<file path="src/rtl/uart_tx_fifo_drain_pkg.sv">
// uart_tx_fifo_drain_pkg: shared state encoding, parity modes and baud-counter sizing
package uart_tx_fifo_drain_pkg;

    typedef enum logic [2:0] {
        ST_IDLE,
        ST_START,
        ST_DATA,
        ST_PARITY,
        ST_STOP
    } state_e;

    localparam int PARITY_NONE = 0;
    localparam int PARITY_EVEN = 1;
    localparam int PARITY_ODD  = 2;

    localparam int CLKS_PER_BIT_DEF = 434;
    localparam int BAUD_W           = $clog2(CLKS_PER_BIT_DEF);

    // Baud counter width for an arbitrary bit period (CLKS_PER_BIT >= 2).
    function automatic int baud_w(input int clks);
        return $clog2(clks);
    endfunction

endpackage

</file>
<file path="src/rtl/uart_tx_fifo_drain_baud.sv">
// baud_tick_gen: bit-period counter; tick_o marks the last cycle of each bit period
//   clk       in  system clock
//   rst_n     in  asynchronous active-low reset
//   restart_i in  hold the counter at zero (no tick while asserted)
//   tick_o    out high on the final cycle of a CLKS-cycle period
module baud_tick_gen #(
    parameter int CLKS = 434,
    parameter int W    = $clog2(CLKS)
) (
    input  logic clk,
    input  logic rst_n,
    input  logic restart_i,
    output logic tick_o
);

    logic [W-1:0] cnt_q;

    assign tick_o = !restart_i && (cnt_q == W'(CLKS - 1));

    always_ff @(posedge clk or negedge rst_n) begin
        if (!rst_n)
            cnt_q <= '0;
        else
            cnt_q <= (restart_i || tick_o) ? '0 : cnt_q + W'(1);
    end

endmodule

</file>
<file path="src/rtl/uart_tx_fifo_drain.sv">
// uart_tx_fifo_drain: pops bytes from the TX FIFO and serializes them as UART frames
//   clk         in  system clock, rising edge
//   rst_n       in  asynchronous active-low reset
//   en          in  drain enable, sampled only in IDLE
//   fifo_empty  in  FIFO empty flag
//   fifo_data   in  FIFO head byte, valid when fifo_empty=0
//   fifo_rden   out one-cycle pop strobe
//   tx          out registered serial line, idle high
//   busy        out high from the pop cycle through the last stop-bit cycle
//   frame_done  out pulse on the final cycle of the last stop bit
//   frames_sent out completed frame count, wraps
import uart_tx_fifo_drain_pkg::*;

module uart_tx_fifo_drain #(
    parameter int CLKS_PER_BIT = 434,
    parameter int PARITY       = PARITY_NONE,
    parameter int STOP_BITS    = 1
) (
    input  logic        clk,
    input  logic        rst_n,
    input  logic        en,
    input  logic        fifo_empty,
    input  logic [7:0]  fifo_data,
    output logic        fifo_rden,
    output logic        tx,
    output logic        busy,
    output logic        frame_done,
    output logic [15:0] frames_sent
);

    localparam int BW = baud_w(CLKS_PER_BIT);

    state_e      state_q, state_d;
    logic [7:0]  sh_q, sh_d;
    logic [2:0]  idx_q, idx_d;
    logic        par_q, par_d;
    logic        tx_q, tx_d;
    logic [15:0] frames_sent_q;
    logic        tick;

    assign fifo_rden   = (state_q == ST_IDLE) && en && !fifo_empty && rst_n;
    assign busy        = (state_q != ST_IDLE) || fifo_rden;
    // idx_q doubles as the stop-bit index while in STOP
    assign frame_done  = (state_q == ST_STOP) && tick && (idx_q == 3'(STOP_BITS - 1));
    assign tx          = tx_q;
    assign frames_sent = frames_sent_q;

    baud_tick_gen #(
        .CLKS (CLKS_PER_BIT),
        .W    (BW)
    ) u_baud (
        .clk       (clk),
        .rst_n     (rst_n),
        .restart_i (state_q == ST_IDLE),
        .tick_o    (tick)
    );

    always_comb begin
        state_d = state_q;
        sh_d    = sh_q;
        idx_d   = idx_q;
        par_d   = par_q;
        case (state_q)
            ST_IDLE: if (fifo_rden) begin
                state_d = ST_START;
                sh_d    = fifo_data;
                par_d   = (^fifo_data) ^ (PARITY == PARITY_ODD);
            end
            ST_START: if (tick) state_d = ST_DATA;
            ST_DATA: if (tick) begin
                idx_d = idx_q + 3'd1;
                sh_d  = sh_q >> 1;
                if (idx_q == 3'd7) state_d = (PARITY != PARITY_NONE) ? ST_PARITY : ST_STOP;
            end
            ST_PARITY: if (tick) state_d = ST_STOP;
            ST_STOP: if (tick) begin
                idx_d   = frame_done ? 3'd0 : idx_q + 3'd1;
                state_d = frame_done ? ST_IDLE : ST_STOP;
            end
            default: state_d = ST_IDLE;
        endcase
        // tx is driven from the next state so the line changes on the same edge as the state
        tx_d = (state_d == ST_START)  ? 1'b0    :
               (state_d == ST_DATA)   ? sh_d[0] :
               (state_d == ST_PARITY) ? par_d   : 1'b1;
    end

    always_ff @(posedge clk or negedge rst_n) begin
        if (!rst_n) begin
            state_q       <= ST_IDLE;
            sh_q          <= '0;
            idx_q         <= '0;
            par_q         <= 1'b0;
            tx_q          <= 1'b1;
            frames_sent_q <= '0;
        end else begin
            state_q <= state_d;
            sh_q    <= sh_d;
            idx_q   <= idx_d;
            par_q   <= par_d;
            tx_q    <= tx_d;
            if (frame_done) frames_sent_q <= frames_sent_q + 16'd1;
        end
    end

endmodule

</file>
<file path="config.mk">
export PLATFORM = sky130hd
export DESIGN_NAME = uart_tx_fifo_drain
export DESIGN_NICKNAME = d
export VERILOG_FILES = /design/src/rtl/uart_tx_fifo_drain_pkg.sv /design/src/rtl/uart_tx_fifo_drain_baud.sv /design/src/rtl/uart_tx_fifo_drain.sv
export SDC_FILE = /design/constraint.sdc
export NUM_CORES = 1
export LEC_CHECK = 0
export CAP_MARGIN = 20
export CORE_UTILIZATION = 65
export CTS_BUF_LIST = sky130_fd_sc_hd__clkbuf_8
export DETAILED_ROUTE_END_ITERATION = 10
export DONT_BUFFER_PORTS = 1
export GPL_ROUTABILITY_DRIVEN = 1
export PLACE_DENSITY_LB_ADDON = 0.12
export SYNTH_ARGS = -nofsm -noshare
export SYNTH_HDL_FRONTEND = slang
export SYNTH_SLANG_ARGS = --single-unit
</file>
<file path="constraint.sdc">
create_clock -name clk -period 3.2 [get_ports clk]
set_input_delay 0.64 -clock clk [delete_from_list [all_inputs] [get_ports clk]]
set_output_delay 0.64 -clock clk [all_outputs]
set_load 0.02 [all_outputs]
</file>
[Yosys cells after proc, flatten, opt, wreduce, memory -nomap -nowiden]
Index checks and enable logic that the tools add are counted.
Storage, ports and cells
  ROM bits: 0
  bits in writable memories: 0
  latch bits: 0
  register bits after elaboration: 41
  word-level logic and storage cells: 62
  memories kept: 0
Operators by class
  $add $sub $neg: 3
  reduce and logical (&&, ||, !) cells: 18
  multiply operators: 0
  divide/modulo/power cells: 0
  equal/unequal tests: 12
  muxes and demuxes: 21
  order comparisons: 0
  shift operators: 0
  bitwise logic cells: 0
Operator list (number)
  2-to-1 mux 3 bit: 10
  adder 16 x 1 -> 16 bit (second input constant): 1
  2-to-1 mux 8 bit: 2
  case mux 8 bit (2 select lines): 1
  case mux 3 bit (5 select lines): 1
  equality test 3 x 2 -> 1 bit (second input constant): 4
  adder 9 x 1 -> 9 bit (second input constant): 1
  equality test 9 bit (second input constant): 1
  2-to-1 mux 9 bit: 1
  parity 8 bit: 1
  equality test 3 x 1 -> 1 bit (second input constant): 2
  equality test 3 bit (second input constant): 2
  logical AND 1 bit: 6
  zero test 3 bit: 2
  inequality test 2 bit (second input constant): 3
  case mux 3 bit (2 select lines): 1
  AND reduction 3 bit: 2
  2-to-1 mux 1 bit: 5
  nonzero test 2 bit: 2
  adder 3 x 1 -> 3 bit (second input constant): 1
  nonzero test 3 bit: 1
  zero test 1 bit: 2
  logical OR 1 bit: 2

[Longest topological paths before layout]
  depth after elaboration: 12
  depth in mapped cells: 7
  depth with buffers taken out: 7

[Cells and area by module]
A second synthesis with hierarchy kept.
Unflattened totals
  cell total of the unflattened synthesis: 186
  area total of the unflattened synthesis: 2062.0 µm²
By module, submodules not included
  uart_tx_fifo_drain: cells an instance 138, area each 1575.3 µm², times used 1
  baud_tick_gen: cells an instance 48, area each 486.7 µm², times used 1

[Least setup slack after synthesis]
OpenSTA, ideal clock, no wires.
  path type: reg-to-reg
  start: register u_baud.cnt_q[2]
  end: register frames_sent_q[14], in the netlist frames_sent[14]
  clock period less this slack: 2.470 ns
  required time: 3.120 ns
  stages on the path, launching flop included: 7
  setup time: 0.080 ns
  setup slack: 0.730 ns
  data arrival time: 2.390 ns
  path through: dfrtp_1 or4b_4 buf_6 nor4_4 nand4_4 nor3_2 xor2_1
Between the ends
  longest elaborated chain between the ends: 4
Ends and longest elaborated chain
  from (decl): line uart_tx_fifo_drain_baud.sv:16  | logic [W-1:0] cnt_q;
  from (signal assigned): line uart_tx_fifo_drain_baud.sv:24  | cnt_q <= (restart_i || tick_o) ? '0 : cnt_q + W'(1);
  equality test 9 bit: line uart_tx_fifo_drain_baud.sv:18  | assign tick_o = !restart_i && (cnt_q == W'(CLKS - 1));
  logical AND 1 bit: line uart_tx_fifo_drain_baud.sv:18
  logical AND 1 bit (2 in series): line uart_tx_fifo_drain.sv:44  | assign frame_done = (state_q == ST_STOP) && tick && (idx_q == 3'(STOP_BITS - 1));
  named net frame_done: line uart_tx_fifo_drain.sv:27  | output logic frame_done,
  to (signal assigned): line uart_tx_fifo_drain.sv:102  | if (frame_done) frames_sent_q <= frames_sent_q + 16'd1;
  to (decl): line uart_tx_fifo_drain.sv:38  | logic [15:0] frames_sent_q;
The timed path passes the listed nets, and every way through them passes these cells.
A chain may end at the register's enable or synchronous reset.

[Worst setup path after layout]
  start: register u_baud.cnt_q[2]
  end: output frame_done
Between the ends
  longest elaborated chain between the ends: 4
Ends and longest elaborated chain (line)
  equality test 9 bit: uart_tx_fifo_drain_baud.sv:18
  logical AND 1 bit: uart_tx_fifo_drain_baud.sv:18
  logical AND 1 bit (2 in series): uart_tx_fifo_drain.sv:44
  to (decl): uart_tx_fifo_drain.sv:27
Every way passes these cells.

==> qor.yml <==
status: "finished clean"
synth_mux_area_share_pct: 1.01
p_per_area_nw_per_um2: 545
setup_viol: 0
antenna_found_initial: 0
cp.buffers_inverters: 1
hold_buffers: 0
clockRootBuffer: "clkbuf_8"
switching_share_pct: 26.3
synth_xor_area_share_pct: 12.1
cts_tree: "yes"
cp_top_family: "simple AND/OR/NAND/NOR gates"
htreeDepth: 2
cts_sinks: 41
synth.distinct_cells: 45
totalPowerFinal_mw: 1.22
viasPerCell: 5.90
drt_iter0_markers: 91
fin_util_pct: 73.2
fmax_ghz: 0.395
grt_usage_pct: 25.4
die_w_um: 58.9
slowest_stage: "or4b_4"
synth_area_um2: 2100
stdcell_count: 242
syn-instance-count: 193
synth_compound_area_share_pct: 7.14
crit_chain: "or4b_4, nor4_4, buf_4"
rsz0062_at_grt: "false"
syn_avg_cell_area_um2: 10.9
slew_violations: 0
syn_to_final_growth_pct: 6.25
max_stage_delay_ns: 0.61
overflow: 0
cts.path.max_buffers: 2
comb_power_share_pct: 11.5
grt_max_degree: 43
synth_ff_type: "dfrtp_1"
layout_common_cells: "40 x dfrtp_1, 23 x nand2_1, 17 x nor2_1"
worstPathArrival_ns: 1.89
reg2reg_depth: 5
synthSimpleGateAreaFrac_pct: 22.8
wl_um: 3780
nets: 215
drive_gt1_share_pct: 14.6
core_area_um2: 3050
relSlewSlack_pct: 65.4
synthAdderAreaFrac_pct: 3.57
crit_cells: 3
detail-route-antenna-nets: 0
portBuffers: 0
cp-start-kind: "flip-flop"
dieArea_um2: 3470
pwr-share-seq_pct: 52.5
p_leak_nw: 1.02
ys_warn_count: 0
first_pass_iters: 4
synth_top_family_by_area: "simple AND/OR/NAND/NOR gates"
worst-slew-pin-transition_ns: 0.515
synth.net_count: 211
placedCellCount: 234
end_kind: "output port"
n_fill_cell: 214
clkPwrFrac_pct: 36.0
post-route-period-util_pct: 79.2
num_rows: 20
setup_tns_ns: 0
grt_pass1_vias: 1420
synth-seq-cells: 41
postCtsSetupBuffers: 0
cts_resized: 0
yosysSeqAreaShare_pct: 48.8
dp_hpwl_um: 2660
p_switching_mw: 0.320
drv_cap: 0
synth_edf_count: 0
start_util_pct: 68.9
wl_per_cell_um: 15.6
layout_commonest_cell: "dfrtp_1"
synth-async-reset-ratio_pct: 100
io_pins: 32
path_clk_slew_ns: 0.08
antennaDiodeCount: 0
fin_worst_skew_ns: 0.00521
internal-power_mw: 0.897
drc_errors: 0
grt_pass1_wl_um: 6380
clk_latency_ns: 0.30
ir_drop_mv: 0.290
finalHoldViolCount: 0
vias: 1428
fin_crit_ns: 2.53
numCtsBuffers: 5
gp_congestion: 0.808
critical_path_class: "flip-flop to output port"
cp.required_ns: 2.56
hold_class: "input pin to asynchronous set/reset pin"
crit_fanout: 10
die_y_um: 58.9
-- stage by stage --
stage,worst slack [ns],instance area (um^2),hold slack (ns)
detailed placement,0.817,2110,0.345
finish,0.666,2230,0.0260
floorplan,0.730,2100,0.344
global placement,0.910,2110,0.345
CTS,0.661,2230,0.0201
global route,0.593,2230,0.0178
-- synth_stat cells (2+ instances only) --
cell / number / area, um^2
a21oi_1: 2 / 10.0
a22oi_1: 6 / 45.0
and3_1: 3 / 18.8
clkbuf_1: 2 / 7.51
dfrtp_1: 40 / 1000
ha_1: 6 / 75.1
inv_1: 8 / 30.0
nand2_1: 23 / 86.3
nand2b_1: 2 / 12.5
nand3_1: 6 / 30.0
nand4_1: 5 / 31.3
nor2_1: 17 / 63.8
nor3_1: 4 / 20.0
nor3_2: 5 / 50.1
nor4_4: 2 / 42.5
o21ai_0: 4 / 20.0
o32ai_1: 2 / 17.5
or2_2: 2 / 12.5
xnor2_1: 16 / 140
xor2_1: 13 / 114
-- power by group through the flow --
stage	combinational [mW]	sequential, mW	clock, mW
floorplan	0.142	0.627	0
global placement	0.132	0.641	0
detailed placement	0.140	0.648	0
CTS	0.142	0.637	0.440
global route	0.161	0.649	0.457
finish	0.140	0.639	0.438
-- cells by family (layout without fill, tap and decap cells) --
logic type	count (synthesis)	in the layout
compound gates	21	21
flops	41	41
mux	2	2
xor+xnor	29	29
buf+inv	13	18
simple gates	81	81
fa+ha+maj	6	6
-- flip-flops by register name, indices dropped and copies added (netlist names) --
signal	cells
idx_q	3
frames_sent	16
sh_q	8
tx	1
u_baud.cnt_q	9
par_q	1
state_q	3
-- worst register-to-register path, delay by kind of cell, from the launching register on --
family / cells / cell delay [ns]
flip-flops: 1 / 0.44
AO/OA/AOI/OAI: 2 / 0.57
AND/OR/NAND/NOR: 3 / 1.33
-- cell type report --
cell class | count | area [um^2] | share of cell area (%)
Clock buffer | 6 | 82.6 | 3.70
Clock inverter | 2 | 37.5 | 1.68
Timing Repair Buffer | 2 | 15.0 | 0.672
Inverter | 8 | 30.0 | 1.34
Tap cell | 44 | 55.1 | 2.46
Sequential cell | 41 | 1030 | 46.0
Multi-Input combinational cell | 139 | 987 | 44.2
-- routing by layer --
metal  track usage (%)  wire, um
met5                 0         0
met4              13.6        94
met3              7.25       209
met2              42.2      1850
met1              29.6      1630
-- final timing paths --
| kind | slack (ns) | from | endpoint |
|---|---|---|---|
| hold / removal | 0.03 | rst_n | idx_q[0]$_DFFE_PN0P_ |
| max in group asynchronous | 3.00 | rst_n | tx$_DFF_PN1_ |
| setup / recovery | 0.67 | u_baud.cnt_q[2]$_DFF_PN0_ | frame_done |
| setup reg to reg | 0.79 | u_baud.cnt_q[2]$_DFF_PN0_ | tx$_DFF_PN1_ |
| min in group clk | 0.48 | sh_q[2]$_DFFE_PN0P_ | sh_q[2]$_DFFE_PN0P_ |
| hold reg to reg | 0.48 | sh_q[2]$_DFFE_PN0P_ | sh_q[2]$_DFFE_PN0P_ |
Note: power is estimated with default switching activity, not from simulation.
